`config.mk`:
```
export PLATFORM = sky130hd
export DESIGN_NAME = spi_master_engine
export DESIGN_NICKNAME = d
export VERILOG_FILES = /design/src/rtl/spi_master_engine.sv
export SDC_FILE = /design/constraint.sdc
export NUM_CORES = 1
export LEC_CHECK = 0
export CORE_UTILIZATION = 46
export CTS_CLUSTER_DIAMETER = 50
export CTS_CLUSTER_SIZE = 12
export DETAILED_ROUTE_END_ITERATION = 8
export GPL_TIMING_DRIVEN = 0
export PLACE_DENSITY = 0.73
export SLEW_MARGIN = 30
export SYNTH_ARGS = -nofsm -noshare
export SYNTH_HDL_FRONTEND = slang
export SYNTH_SLANG_ARGS = --single-unit
```
`constraint.sdc`:
```
create_clock -name clk -period 1.7 [get_ports clk]
set_clock_uncertainty 0.1 [all_clocks]
set_input_delay 0.34 -clock clk [delete_from_list [all_inputs] [get_ports clk]]
set_output_delay 0.34 -clock clk [all_outputs]
set_load 0.01 [all_outputs]
```
`src/rtl/spi_master_engine.sv`:
```
// spi_master_engine: mode-0 single-word SPI master shift engine driven by a divider tick.
// Optional build macro SPI_MASTER_LSB_FIRST_EN selects LSB-first shifting in both directions.
module spi_master_engine #(
  parameter int DATA_W = 8
) (
  input  logic              clk,
  input  logic              rst,
  input  logic              tick,
  input  logic              start,
  input  logic [DATA_W-1:0] tx_data,
  input  logic              miso,
  output logic              sclk,
  output logic              mosi,
  output logic              cs_n,
  output logic              busy,
  output logic              done,
  output logic [DATA_W-1:0] rx_data
);

  localparam int CW = $clog2(2 * DATA_W) + 1;
  localparam logic [CW-1:0] LAST = CW'(2 * DATA_W - 1);

  typedef enum logic [1:0] {IDLE, SETUP, XFER, HOLD} state_t;

  state_t state, state_nx;

  logic [DATA_W-1:0] tx_sr;
  logic [DATA_W-1:0] rx_sr;
  logic [CW-1:0]     cnt;
  logic [DATA_W-1:0] tx_shift;
  logic [DATA_W-1:0] rx_shift;
  logic              load_bit;
  logic              next_bit;

`ifdef SPI_MASTER_LSB_FIRST_EN
  assign load_bit = tx_data[0];
  assign next_bit = tx_sr[1];
  assign tx_shift = tx_sr >> 1;
  assign rx_shift = {miso, rx_sr[DATA_W-1:1]};
`else
  assign load_bit = tx_data[DATA_W-1];
  assign next_bit = tx_sr[DATA_W-2];
  assign tx_shift = tx_sr << 1;
  assign rx_shift = {rx_sr[DATA_W-2:0], miso};
`endif

  // State register.
  always_ff @(posedge clk) begin
    if (rst) state <= IDLE;
    else     state <= state_nx;
  end

  // Next-state decode; tick is ignored while idle.
  always_comb begin
    state_nx = state;
    unique case (state)
      IDLE:    if (start) state_nx = SETUP;
      SETUP:   if (tick) state_nx = XFER;
      XFER:    if (tick && cnt == LAST) state_nx = HOLD;
      HOLD:    if (tick) state_nx = IDLE;
      default: state_nx = IDLE;
    endcase
  end

  // Shift datapath and registered SPI/handshake outputs.
  always_ff @(posedge clk) begin
    if (rst) begin
      sclk    <= 1'b0;
      cs_n    <= 1'b1;
      mosi    <= 1'b0;
      busy    <= 1'b0;
      done    <= 1'b0;
      rx_data <= '0;
      tx_sr   <= '0;
      rx_sr   <= '0;
      cnt     <= '0;
    end else begin
      done <= 1'b0;
      unique case (state)
        IDLE: begin
          if (start) begin
            tx_sr <= tx_data;
            mosi  <= load_bit;
            cs_n  <= 1'b0;
            busy  <= 1'b1;
          end
        end
        XFER: begin
          if (tick) begin
            sclk <= ~sclk;
            cnt  <= (cnt == LAST) ? '0 : cnt + 1'b1;
            if (!sclk) begin
              rx_sr <= rx_shift;
            end else if (cnt != LAST) begin
              mosi  <= next_bit;
              tx_sr <= tx_shift;
            end
          end
        end
        HOLD: begin
          if (tick) begin
            cs_n    <= 1'b1;
            busy    <= 1'b0;
            done    <= 1'b1;
            rx_data <= rx_sr;
            mosi    <= 1'b0;
          end
        end
        default: ;
      endcase
    end
  end

endmodule

```
==> run metrics <==
status finished, final reports clean; Int Power about 2100 uW; critical path buffer and inverter count 1; # IOs 26; Worst EP required around 1.9 ns; Routed Antenna Nets 0; number of buffers created by CTS 5; DRC viols 0; Sw Ratio around 36%; Crit Path Class flip-flop to flip-flop; flop2flop setup slack about 0.0017 ns; Slowest Stage Delay on Critical Path ~0.35 ns; crit share post-route between 90% and 100%; CP Depth 5; Mapped Avg Cell Area between 8 and 9 sq um; met1 WL 1.51 mm; footprint of the multi-input gates about 860 sq um; Post-Synthesis Net Count 199; xor and xnor area share after synthesis less than 1%; Initial Util around half; Congestion Overflow GR 0; Crit path arrival time around 1.9 ns; max-cap violation count 0; synthesized area about 1500 sq um; Final Hold Fails 0; H-tree Lvls 2; DR vias between 1000 and 1500; number of flops mapped to enable cells by yosys 0; metal2 WL 1.93 mm; Slowest-stage cell, CP dfxtp_2; simple-gate share of the synthesized area about 21%; Clock Tree Buf Depth 2; clock power share between 10% and 20%; Synth Area in Compound Gates 18.3%; vias in the first global route 1369; CTS sink cnt 35; Die H ~60 um; 1st-iter DRT viols slightly below 50; area share of the largest cell type after synthesis about 46%; clk root buf clkbuf_4; Clk Latency, worst-skew pair between 0.3 and 0.4 ns; fillcell total 279; Slew @ Worst Pin 0.581 ns; most area-hungry cell type in the Yosys netlist dfxtp_1; worst min-delay path category input pin to flip-flop; min cycle time layout between 1.5 and 2 ns; cells on worst reg2reg path 5; Pleak 0.000912 uW; routed wire length roughly 3.7 mm; largest family of logic cells by synthesized area simple AND/OR/NAND/NOR gates; vias per inst roughly 5.3; Routability Congestion between 0.8 and 0.9; initial antenna violation count 0; most frequent cells in the layout nand2_1, dfxtp_1, a21oi_1, nor2_1, clkdlybuf4s50_1; area grow syn2layout 39.5%; Critical Path Source state[0]; first-pass GRT wire length between 5 and 6 mm; PD cells between 1500 and 2000 nW/um^2; met3 routed WL between 150 and 200 um; VDD IR max roughly 0.94 mV; #FFs+latches synth 35; largest net degree at the start of global routing 13; Post-Synthesis Cells 180; Port Buf Inserts 23; drt wl/cell ~14 um; cell family contributing the most delay on the critical path compound AO/OA/AOI/OAI gates; final core occ between 60 and 70%; Comb pwr share roughly half; DR top layer met4; Worst Setup Start Kind flip-flop; GRT Total Usage around 23%; Max Slew Vio Count 0; RSZ-0062 raised after global routing yes; CTS tree built; mux cell area share after synthesis ~4.6%; Synth Flop Type dfxtp_1; Clk pin slew, worst setup/hold paths approximately 0.11 ns; register area roughly 700 sq um; die width roughly 60 um; Final nets ~240; Fmax about 590 MHz; crit-path cells buf_4 > ha_2 > nor3_1 > o221ai_1 > a211oi_2; ys async rst share 0%; Synth Area in Adders just under 5%; R2R Path End state[0]; YS warnings 0; critical path fanouts, max 5; Critical Path Sink Type flip-flop; FP Rows 20; setup violators final 0; Core ar. 3100 sq um; Slew HR approximately three fifths; diode count 0; most common cell after layout, fill and taps aside nand2_1; router iterations before antenna repair 4; synth unique cells 32; hold path cells 2; post-synthesis sequential area ratio approximately 46%; Sequential Power Share roughly a third; die area approximately 3600 sq um; Setup crit end state[0]; Reg2Reg Launch Point state[0]; Switch Pwr around 1200 uW; CTS Hold Bufs 0; total chip power 3290 uW; HPWL Detailed ~2.5 mm; Area contributors post-synth dfxtp_1, a21oi_1, nand2_1, ha_1, mux2i_1; layout cell share with drive strength beyond 1 about a quarter
[worst register-to-register path, stage by stage, from the launching register on]
cell and delay, ns:
dfxtp_2 0.35, buf_4 0.14, ha_2 0.21, nor3_1 0.28
o221ai_1 0.25, a211oi_2 0.29
[cell usage after synthesis (2+ instances only)]
library cell and n:
ha_1 6, nor2_1 17, inv_1 4, a211oi_2 2
nand2_1 31, nor3_1 4, nand2b_1 3, buf_2 2
o21ai_0 3, mux2i_1 7, clkbuf_1 6, nand3_1 11
nor2b_1 2, dfxtp_1 35, a211oi_1 5, a21oi_1 26
[per-layer routing]
metal | GRT usage, % | vias to the layer above
li1 | - | 696
met1 | 23.9 | 673
met2 | 40.6 | 40
met3 | 8.01 | 8
met4 | 8.97 | 0
met5 | 0 | -
[worst min path at each step]
stage,from,endpoint
floorplan,cnt[4],cnt[4]
global placement,cnt[4],cnt[4]
detailed placement,cnt[4],cnt[4]
CTS,rst,state[0]
global route,tick,cnt[2]
finish,rst,tx_sr[1]
[kinds of logic (layout without fill, tap and decap cells)]
| group | after synthesis | after routing |
|---|---|---|
| AOI/OAI and AO/OA | 43 | 43 |
| xor gates and xnor gates | 1 | 1 |
| adders and majority gates | 6 | 6 |
| buffers and inverters | 15 | 56 |
| DFF | 35 | 35 |
| muxes | 7 | 7 |
| and+or+nand+nor | 73 | 73 |
[registers in the layout, summed over array words and instances, names as in the netlist]
name     cells
rx_sr        8
tx_sr        7
state        2
sclk         1
cnt          5
busy         1
mosi         1
cs_n         1
rx_data      8
done         1
[power by group through the flow]
| stage | registers, uW | clock network (uW) | logic [uW] |
|---|---|---|---|
| 2_1_floorplan | 1050 | 0 | 794 |
| 3_3_place_gp | 1040 | 0 | 1010 |
| 3_5_place_dp | 1060 | 0 | 1050 |
| 4_1_cts | 1050 | 615 | 1430 |
| 5_1_grt | 1080 | 657 | 1760 |
| 6_report | 1070 | 610 | 1620 |
[metrics by stage]
stage / hold slack (ns) / std cells / setup WS, ns / cell area (sq um) / setup TNS (ns)
after floorplan: 0.329 / 180 / 0.0195 / 1540 / 0
after global placement: 0.340 / 247 / -0.148 / 1830 / -1.08
after detailed placement: 0.348 / 247 / -0.209 / 1830 / -2.12
after CTS: 0.321 / 264 / 0.000616 / 2040 / 0
after global routing: 0.350 / 265 / -0.0587 / 2140 / -0.421
final: 0.323 / 265 / 0.00166 / 2140 / 0
[final cells by class]
cell class	count	share of cell area (%)
plain buffers	10	2.74
clock buffers	5	1.75
clock inverters	3	2.04
inverters	4	0.817
multi-input cells	130	40.2
flip-flops and latches	35	33.2
well taps	44	2.57
repair buffers	34	16.6
[repair_timing]
action	CTS	global route
setup endpoints to repair	22	33
setup buffers	10	1
pin swaps	2	8
resized for setup	16	29
gates cloned	0	0
Note: power is estimated with default switching activity, not from simulation.
